**config.mk**
```make
export PLATFORM = sky130hd
export DESIGN_NAME = complete_cdb_arbiter
export DESIGN_NICKNAME = d
export VERILOG_FILES = /design/src/rtl/complete_cdb_arbiter_pkg.sv /design/src/rtl/complete_cdb_arbiter_rr_pick3.sv /design/src/rtl/complete_cdb_arbiter.sv
export SDC_FILE = /design/constraint.sdc
export NUM_CORES = 1
export LEC_CHECK = 0
export CELL_PAD_IN_SITES_DETAIL_PLACEMENT = 1
export CELL_PAD_IN_SITES_GLOBAL_PLACEMENT = 1
export CORE_MARGIN = 3
export CORE_UTILIZATION = 40
export DETAILED_ROUTE_END_ITERATION = 7
export PLACE_DENSITY = 0.77
export SYNTH_ARGS = -nofsm -noshare
export SYNTH_HDL_FRONTEND = slang
export SYNTH_SLANG_ARGS = --single-unit
```
**constraint.sdc**
```tcl
create_clock -name clk -period 8.6 [get_ports clk]
set_input_delay 1.72 -clock clk [delete_from_list [all_inputs] [get_ports clk]]
set_output_delay 1.72 -clock clk [all_outputs]
set_load 0.05 [all_outputs]
```
**src/rtl/complete_cdb_arbiter_pkg.sv**
```systemverilog
// Shared types for the complete stage: CDB tag packet, per-FU result packet,
// physical register / data widths and the zero (no-destination) register.
package complete_cdb_arbiter_pkg;

   localparam int PHYS_REG_W   = 6;
   localparam int XLEN         = 32;
   localparam int ROB_IDX_BITS = 5;

   localparam logic [PHYS_REG_W-1:0] ZERO_PHYS_REG = '0;

   typedef struct packed {
      logic [PHYS_REG_W-1:0] t0;
      logic [PHYS_REG_W-1:0] t1;
      logic [PHYS_REG_W-1:0] t2;
   } CDB_T_PACKET;

   typedef struct packed {
      logic [PHYS_REG_W-1:0]   tag;
      logic [XLEN-1:0]         data;
      logic [ROB_IDX_BITS-1:0] rob_idx;
   } FU_RESULT_PACKET;

   // Index of the set bit in a one-hot vector of up to eight requesters.
   function automatic logic [2:0] onehot8_to_idx(input logic [7:0] v);
      logic [2:0] idx;
      idx = '0;
      for (int i = 0; i < 8; i++) begin
         if (v[i]) begin
            idx = 3'(i);
         end
      end
      return idx;
   endfunction

endpackage

```
**src/rtl/complete_cdb_arbiter_rr_pick3.sv**
```systemverilog
// Rotating-priority picker: the first three full buffers found scanning from
// the round-robin pointer get lanes 0, 1 and 2 (one-hot grant per lane).
module rr_pick3 #(
   parameter  int NUM_FU = 5,
   localparam int IDX_W  = $clog2(NUM_FU)
) (
   input  logic [NUM_FU-1:0] i_full,
   input  logic [IDX_W-1:0]  i_rr_ptr,
   output logic [NUM_FU-1:0] o_grant0,
   output logic [NUM_FU-1:0] o_grant1,
   output logic [NUM_FU-1:0] o_grant2,
   output logic [2:0]        o_lane_valid
);

   localparam int SUM_W = IDX_W + 1;

   logic [2:0][NUM_FU-1:0] w_grant;

   // The sum needs one extra bit so the wrap back below NUM_FU is a single subtract.
   always_comb begin
      logic [SUM_W-1:0] sum;
      logic [IDX_W-1:0] idx;
      logic [1:0]       cnt;
      w_grant      = '0;
      o_lane_valid = '0;
      cnt          = '0;
      sum          = '0;
      idx          = '0;
      for (int off = 0; off < NUM_FU; off++) begin
         sum = {1'b0, i_rr_ptr} + SUM_W'(off);
         if (sum >= SUM_W'(NUM_FU)) begin
            sum = sum - SUM_W'(NUM_FU);
         end
         idx = sum[IDX_W-1:0];
         if (i_full[idx] && (cnt < 2'd3)) begin
            w_grant[cnt][idx] = 1'b1;
            o_lane_valid[cnt] = 1'b1;
            cnt               = cnt + 2'd1;
         end
      end
   end

   assign o_grant0 = w_grant[0];
   assign o_grant1 = w_grant[1];
   assign o_grant2 = w_grant[2];

endmodule

```
**src/rtl/complete_cdb_arbiter.sv**
```systemverilog
// Complete stage: one-entry holding buffer per FU, round-robin grant of up to
// three results per cycle, and the registered 3-lane CDB.
module complete_cdb_arbiter
   import complete_cdb_arbiter_pkg::*;
#(
   parameter int NUM_FU    = 5,
   parameter int ROB_IDX_W = 5,
   parameter int CDB_W     = 3
) (
   input  logic                                 clk,
   input  logic                                 rst,
   input  logic                                 squash,
   input  logic [NUM_FU-1:0]                    fu_valid,
   input  logic [NUM_FU-1:0][PHYS_REG_W-1:0]    fu_tag,
   input  logic [NUM_FU-1:0][XLEN-1:0]          fu_data,
   input  logic [NUM_FU-1:0][ROB_IDX_W-1:0]     fu_rob_idx,
   output logic [NUM_FU-1:0]                    fu_ready,
   output logic [CDB_W-1:0]                     cdb_valid,
   output CDB_T_PACKET                          cdb_tag,
   output logic [CDB_W-1:0][XLEN-1:0]           cdb_data,
   output logic [CDB_W-1:0][ROB_IDX_W-1:0]      cdb_rob_idx
);

   localparam int IDX_W = $clog2(NUM_FU);

   FU_RESULT_PACKET [NUM_FU-1:0]      r_buf;
   logic [NUM_FU-1:0]                 r_full;
   logic [IDX_W-1:0]                  r_rr_ptr;
   logic [CDB_W-1:0]                  r_cdb_valid;
   CDB_T_PACKET                       r_cdb_tag;
   logic [CDB_W-1:0][XLEN-1:0]        r_cdb_data;
   logic [CDB_W-1:0][ROB_IDX_W-1:0]   r_cdb_rob_idx;

   logic [NUM_FU-1:0]                 w_grant0;
   logic [NUM_FU-1:0]                 w_grant1;
   logic [NUM_FU-1:0]                 w_grant2;
   logic [2:0][NUM_FU-1:0]            w_grants;
   logic [NUM_FU-1:0]                 w_grant_any;
   logic [2:0]                        w_lane_valid;
   logic [NUM_FU-1:0]                 w_accept;
   FU_RESULT_PACKET [CDB_W-1:0]       w_lane_pkt;
   logic [IDX_W-1:0]                  w_last_idx;
   logic [IDX_W-1:0]                  w_next_ptr;

   rr_pick3 #(
      .NUM_FU (NUM_FU)
   ) u_pick (
      .i_full       (r_full),
      .i_rr_ptr     (r_rr_ptr),
      .o_grant0     (w_grant0),
      .o_grant1     (w_grant1),
      .o_grant2     (w_grant2),
      .o_lane_valid (w_lane_valid)
   );

   assign w_grants    = {w_grant2, w_grant1, w_grant0};
   assign w_grant_any = w_grant0 | w_grant1 | w_grant2;

   // A buffer being drained onto the CDB this cycle can take a new result at the same edge.
   assign fu_ready = {NUM_FU{rst && !squash}} & (~r_full | w_grant_any);
   assign w_accept = fu_valid & fu_ready;

   always_ff @(posedge clk) begin
      if (!rst || squash) begin
         r_full <= '0;
      end else begin
         r_full <= w_accept | (r_full & ~w_grant_any);
      end
   end

   always_ff @(posedge clk) begin
      for (int i = 0; i < NUM_FU; i++) begin
         if (w_accept[i]) begin
            r_buf[i] <= '{tag:     fu_tag[i],
                          data:    fu_data[i],
                          rob_idx: ROB_IDX_BITS'(fu_rob_idx[i])};
         end
      end
   end

   // The pointer moves past the last buffer granted, found from the highest valid lane.
   always_comb begin
      w_last_idx = '0;
      if (w_lane_valid[2]) begin
         w_last_idx = IDX_W'(onehot8_to_idx(8'(w_grant2)));
      end else if (w_lane_valid[1]) begin
         w_last_idx = IDX_W'(onehot8_to_idx(8'(w_grant1)));
      end else begin
         w_last_idx = IDX_W'(onehot8_to_idx(8'(w_grant0)));
      end
      if (w_last_idx == IDX_W'(NUM_FU - 1)) begin
         w_next_ptr = '0;
      end else begin
         w_next_ptr = w_last_idx + IDX_W'(1);
      end
   end

   always_ff @(posedge clk) begin
      if (!rst) begin
         r_rr_ptr <= '0;
      end else if (!squash && (|w_lane_valid)) begin
         r_rr_ptr <= w_next_ptr;
      end
   end

   always_comb begin
      w_lane_pkt = '0;
      for (int k = 0; k < CDB_W; k++) begin
         for (int i = 0; i < NUM_FU; i++) begin
            if (w_grants[k][i]) begin
               w_lane_pkt[k] = r_buf[i];
            end
         end
      end
   end

   always_ff @(posedge clk) begin
      if (!rst || squash) begin
         r_cdb_valid   <= '0;
         r_cdb_tag     <= '{t0: ZERO_PHYS_REG, t1: ZERO_PHYS_REG, t2: ZERO_PHYS_REG};
         r_cdb_data    <= '0;
         r_cdb_rob_idx <= '0;
      end else begin
         r_cdb_valid  <= w_lane_valid;
         r_cdb_tag.t0 <= w_lane_valid[0] ? w_lane_pkt[0].tag : ZERO_PHYS_REG;
         r_cdb_tag.t1 <= w_lane_valid[1] ? w_lane_pkt[1].tag : ZERO_PHYS_REG;
         r_cdb_tag.t2 <= w_lane_valid[2] ? w_lane_pkt[2].tag : ZERO_PHYS_REG;
         for (int k = 0; k < CDB_W; k++) begin
            r_cdb_data[k]    <= w_lane_pkt[k].data;
            r_cdb_rob_idx[k] <= ROB_IDX_W'(w_lane_pkt[k].rob_idx);
         end
      end
   end

   assign cdb_valid   = r_cdb_valid;
   assign cdb_tag     = r_cdb_tag;
   assign cdb_data    = r_cdb_data;
   assign cdb_rob_idx = r_cdb_rob_idx;

endmodule
```
==> qor.txt, run 1 <==
max incr delay on CP = 720 ps
commonest cells after routing, fill and taps aside = clkdlybuf4s50_1, edfxtp_1, nand2_1, dfxtp_1, o21ai_0
cell depth of the worst flop-to-flop path = 29
critical path, cell by cell = inv_2, ha_1, inv_1, fa_1, or2_1, o2111ai_1, and3_1, inv_2, fa_1, ha_1, nor2b_1, nand4_1, o32a_1, and3_4, o32a_1, nor2_1, a311oi_2, nand4_1, and2_1, buf_4
arrival time at the worst endpoint = 6430 ps
vias in the first global route = 15600
Num CTS Buffers = 39
Clock Tree Buf Depth = 3
Worst Hold Class = register to register
WP depth = 20
DR vias/cell = 6.24
Filler Cell Count = 4239
Worst R2R Start = r_rr_ptr[1]
Area Growth Syn to Fin = 33.1%
row count = 73
crit start category = register
gr ovfl total = 0
Top FF cell, synth = edfxtp_1
Clk pin slew, worst setup/hold paths = 60 ps
leak pwr = 6.92 nW
Seq/Total Area, Yosys = 56.6%
crit path to = fu_ready[0]
initial core utilization = 40.8%
Synth async-reset ratio = 0%
crit path buf inv count = 4
vias = 15000
cell area power density = 297 nW/um2
Tot Pwr = 6.47 mW
drc violations = 0
final setup violation count = 0
final hold violation count = 0
first-pass GRT wire length = 104 mm
Min-Delay Startpoint = r_buf[198]
Ys Warns = 0
Avg WL per Cell = 29.6 um
I/O pin cnt = 360
Worst Tran Pin Value = 1110 ps
CP Class = register to output pin
area of the multi-input gates = 6460 um2
initial antenna violation count = 20
Final Cycle Share = 94.8%
r2r endpoint = r_rr_ptr[0]
CTS tree = yes
HPWL Detailed = 45.2 mm
commonest non-fill, non-tap cell in the layout = clkdlybuf4s50_1
setup TNS after final layout = 0 ps
Tmin final = 8150 ps
Mapped Nets = 1771
Post-synth EDFFs = 215
Die Span Y = 208 um
max-slew violations = 0
post-synthesis sequential element count = 355
Post-CTS Setup Inserts = 0
final net count = 2073
drt pass-1 iters = 5
Syn Area/Cell = 10.7 um2
Die X = 208 um
synth unique cells = 85
Clock Tree Root = clkbuf_16
Gate Count Post-Synth = 1528
Critical Path RT = 6880 ps
Hold Crit Depth = 2
Max Clock Freq = 0.123 GHz
DRT iter0 DRCs = 1439
gpl congestion = 0.951
clk sinks = 355
critical path launch point = r_rr_ptr[0]
ANT nets after route = 0
Rel. slew slack = 24.1%
WL final = 71.0 mm
pin count of the biggest net entering global routing = 86
share of layout cells above drive strength 1 = 7.95%
outcome = finished, final reports clean
die area = 43300 um2
Mapped Area = 16300 um2
clk_lat worst skew = 560 ps
delay-heaviest family, CP = simple AND/OR/NAND/NOR gates
CP endpoint kind = output pin
RSZ-0062 raised after global routing = false
Port Buf Inserts = 359
Hold Buf Count CTS = 0
FF-to-FF setup slack = 1420 ps
CTS H-tree depth = 2
Peak VDD IR = 0.000153 V
register area = 9260 um2
CORE AREA = 40100 um2
Worst Path Max Fanout = 13
Worst Skew = 9.89 ps
CP max stage cell = fa_1
max-cap check violation count = 0
GR Util All Layers = 31.6%
==> metrics by stage <==
stage	worst slack, ps	cell area (um2)	std cells	hold slack, ps	utilization [%]
floorplan	914	16300	1528	527	-
global placement	759	20400	2314	550	50.9
detailed placement	580	20400	2314	556	50.9
CTS	167	21700	2386	581	54.1
global route	8.95	21800	2402	612	54.3
finish	447	21800	2403	580	54.3
==> synthesized netlist by cell type, types with 10 or more instances <==
master / number / share of area, %
edfxtp_1: 215 / 39
nand2_1: 209 / 4.8
dfxtp_1: 140 / 17
o21ai_0: 132 / 4.0
nor2_1: 101 / 2.3
a31oi_1: 78 / 3.0
a21oi_1: 65 / 2.0
clkbuf_1: 63 / 1.4
a221oi_1: 47 / 2.5
a22oi_1: 46 / 2.1
a221o_1: 44 / 2.7
a311o_1: 43 / 2.6
buf_2: 43 / 1.3
o21bai_1: 42 / 1.9
inv_1: 21 / 0.48
ha_1: 18 / 1.4
a311oi_1: 14 / 0.75
nand2b_1: 14 / 0.54
nand3_1: 14 / 0.43
nor3_1: 10 / 0.31
==> cells by family after synthesis <==
group / after synthesis / synth area share [%]
multiplexers: 11 / 0.719
buffers and inverters: 160 / 4.59
adder cells (fa/ha/maj): 20 / 1.62
XOR/XNOR: 4 / 0.214
AO/OA/AOI/OAI: 572 / 25.2
flip-flops: 355 / 56.6
AND/OR/NAND/NOR: 406 / 11.0
==> power breakdown <==
group,switching [mW],internal [mW]
Clock,0.700,1.01
Sequential,0.0949,1.97
Combinational,1.78,0.926
==> area by class of cell <==
class / count / share of cell area [%]
timing repair buffer: 394 / 18.1
inverter: 27 / 0.477
sequential: 355 / 42.5
antenna: 17 / 0.195
clock buffer: 56 / 5.16
tap: 525 / 3.02
clock inverter: 16 / 0.816
multi-input combinational: 1013 / 29.7
==> routing by layer <==
layer / global-route usage [%] / part of all wire, % / vias to the layer above
met3: 6.53 / 8.3 / 163
met2: 50.3 / 47 / 822
li1: - / - / 6469
met5: 0 / 0.051 / -
met1: 40.5 / 40 / 7524
met4: 16.9 / 4.9 / 6
==> state kept, by name, indices dropped and copies added, names as in the netlist <==
register	flops
cdb_data	96
cdb_rob_idx	15
cdb_tag	18
cdb_valid	3
r_buf	215
r_full	5
r_rr_ptr	3
==> timing repair <==
item / in CTS / in global routing
endpoints found under the setup margin: 1 / 5
resized for setup: 1 / 6
gates cloned: 0 / 0
endpoints found under the hold margin: 0 / 0
==> worst min-delay path, stage by stage (launching register included) <==
cell and delay [ps]:
edfxtp_1 400, nand2_1 70, a21oi_1 60
==> worst min path at each step <==
stage,end,slack [ps]
final,cdb_data[85],580
after global routing,cdb_data[87],610
after floorplan,cdb_data[64],530
after CTS,cdb_data[94],580
after global placement,cdb_data[65],550
after detailed placement,cdb_data[89],560
(Power assumes the default switching activity.)
==> run 2, diff against run 1 <==
--- a/config.mk
+++ b/config.mk
@@ -11,6 +11,7 @@
 export CORE_UTILIZATION = 40
 export DETAILED_ROUTE_END_ITERATION = 7
 export PLACE_DENSITY = 0.77
+export SLEW_MARGIN = 40
 export SYNTH_ARGS = -nofsm -noshare
 export SYNTH_HDL_FRONTEND = slang
 export SYNTH_SLANG_ARGS = --single-unit
==> qor.txt, run 2 (synthesized netlist as in run 1, its figures left out) <==
outcome = finished, final reports clean
Rel. slew slack = 41.8%
CORE AREA = 40100 um2
Peak VDD IR = 0.000218 V
hold worst-path end = cdb_data[87]
Area Growth Syn to Fin = 33.2%
DR vias/cell = 6.22
Tmin final = 8180 ps
Critical Path RT = 6880 ps
max-slew violations = 0
cell area power density = 296 nW/um2
share of layout cells above drive strength 1 = 8.27%
CP endpoint kind = output pin
gpl congestion = 0.951
GR Util All Layers = 31.5%
vias = 15000
WL final = 70.8 mm
final net count = 2074
Num CTS Buffers = 40
CTS tree = yes
Biggest register = r_buf
cell depth of the worst flop-to-flop path = 29
area of the multi-input gates = 6470 um2
Die X = 208 um
Largest register FFs = 215
register area = 9260 um2
I/O pin cnt = 360
arrival time at the worst endpoint = 6460 ps
FF-to-FF setup slack = 1460 ps
clk sinks = 355
Worst R2R Start = r_rr_ptr[1]
commonest cells after routing, fill and taps aside = clkdlybuf4s50_1, edfxtp_1, nand2_1, dfxtp_1, o21ai_0
Final Cycle Share = 95.2%
r2r endpoint = r_rr_ptr[0]
Worst Path Max Fanout = 13
Clock Tree Root = clkbuf_16
first-pass GRT wire length = 103 mm
crit path buf inv count = 4
Avg WL per Cell = 29.5 um
Min-Delay Startpoint = r_buf[200]
pin count of the biggest net entering global routing = 86
Clock Tree Buf Depth = 3
leak pwr = 6.92 nW
CP max stage cell = fa_1
die area = 43300 um2
Hold Crit Depth = 2
CP Class = register to output pin
Worst Hold Class = register to register
HPWL Detailed = 45.4 mm
DRT iter0 DRCs = 1362
gr ovfl total = 0
Die Span Y = 208 um
delay-heaviest family, CP = simple AND/OR/NAND/NOR gates
Worst Skew = 18.2 ps
clk_lat worst skew = 570 ps
Max Clock Freq = 0.122 GHz
vias in the first global route = 15700
final setup violation count = 0
Port Buf Inserts = 359
Clk pin slew, worst setup/hold paths = 60 ps
initial antenna violation count = 20
max incr delay on CP = 700 ps
Filler Cell Count = 4214
drc violations = 0
final hold violation count = 0
RSZ-0062 raised after global routing = false
row count = 73
CTS H-tree depth = 2
commonest non-fill, non-tap cell in the layout = clkdlybuf4s50_1
Tot Pwr = 6.44 mW
max-cap check violation count = 0
crit start category = register
ANT nets after route = 0
Post-CTS Setup Inserts = 0
setup TNS after final layout = 0 ps
drt pass-1 iters = 6
Worst Tran Pin Value = 872 ps
critical path, cell by cell = inv_2, ha_1, inv_1, fa_1, or2_1, o2111ai_1, and3_1, inv_2, fa_1, ha_1, nor2b_1, nand4_1, o32a_1, and3_4, o32a_1, nor2_1, a311oi_2, nand4_1, and2_1, buf_4
initial core utilization = 40.8%
[run 2: changes by cell type in the layout (fill, tap and decap cells not counted), sizes merged]
cell,change
clkinvlp,+1
bufinv,-2
clkinv,+1
inv,+2
diode,-1
[run 2: how the worst max path moves through the flow]
stage	from	to	depth (start not counted)
final	r_rr_ptr[0]	fu_ready[0]	20
after global routing	r_rr_ptr[1]	fu_ready[0]	25
after CTS	r_rr_ptr[2]	fu_ready[0]	24
after detailed placement	r_rr_ptr[1]	fu_ready[0]	20
after global placement	r_rr_ptr[1]	fu_ready[0]	20
after floorplan	r_rr_ptr[0]	fu_ready[2]	26
[run 2: area by class of cell]
cell class	count	area share, %
Multi-Input combinational cell	1013	29.7
Clock inverter	18	0.689
Inverter	27	0.477
Antenna cell	16	0.184
Clock buffer	56	5.24
Sequential cell	355	42.5
Tap cell	525	3.02
Timing Repair Buffer	394	18.1
[run 2: metrics by stage]
| step | setup WS [ps] | std cells | utilization (%) | instance area (um2) | hold WS [ps] |
|---|---|---|---|---|---|
| after floorplan | 914 | 1528 | - | 16300 | 527 |
| after global placement | 759 | 2314 | 50.9 | 20400 | 550 |
| after detailed placement | 538 | 2314 | 50.9 | 20400 | 558 |
| after CTS | 125 | 2388 | 54.1 | 21700 | 574 |
| after global routing | 80.0 | 2403 | 54.3 | 21800 | 612 |
| final | 415 | 2404 | 54.3 | 21800 | 575 |
[run 2: repair_timing]
item                       CTS  global route
gates resized for setup      1             7
setup endpoints to repair    1             5
hold buffers                 0             0
[run 2: routing by layer]
metal	track usage, %	vias to the layer above	share of wire, %
li1	-	6479	-
met1	40.5	7556	41
met2	51.2	754	47
met3	6.38	159	7.9
met4	15.2	6	4.2
met5	0	-	0.054
[run 2: worst reg2reg max path, delay by kind of cell (launching register included)]
family          cells  cell delay [ps]
fa+ha+maj           4             1150
compound gates      9             2150
simple gates        7             1300
buf+inv             7             1470
xor+xnor            1              170
flops               1              460
mux                 1              330
[run 2: report_power, final]
part | internal, mW | total [mW] | switching (mW)
combinational | 0.929 | 2.70 | 1.77
sequential | 1.97 | 2.06 | 0.0955
clock | 0.966 | 1.68 | 0.712
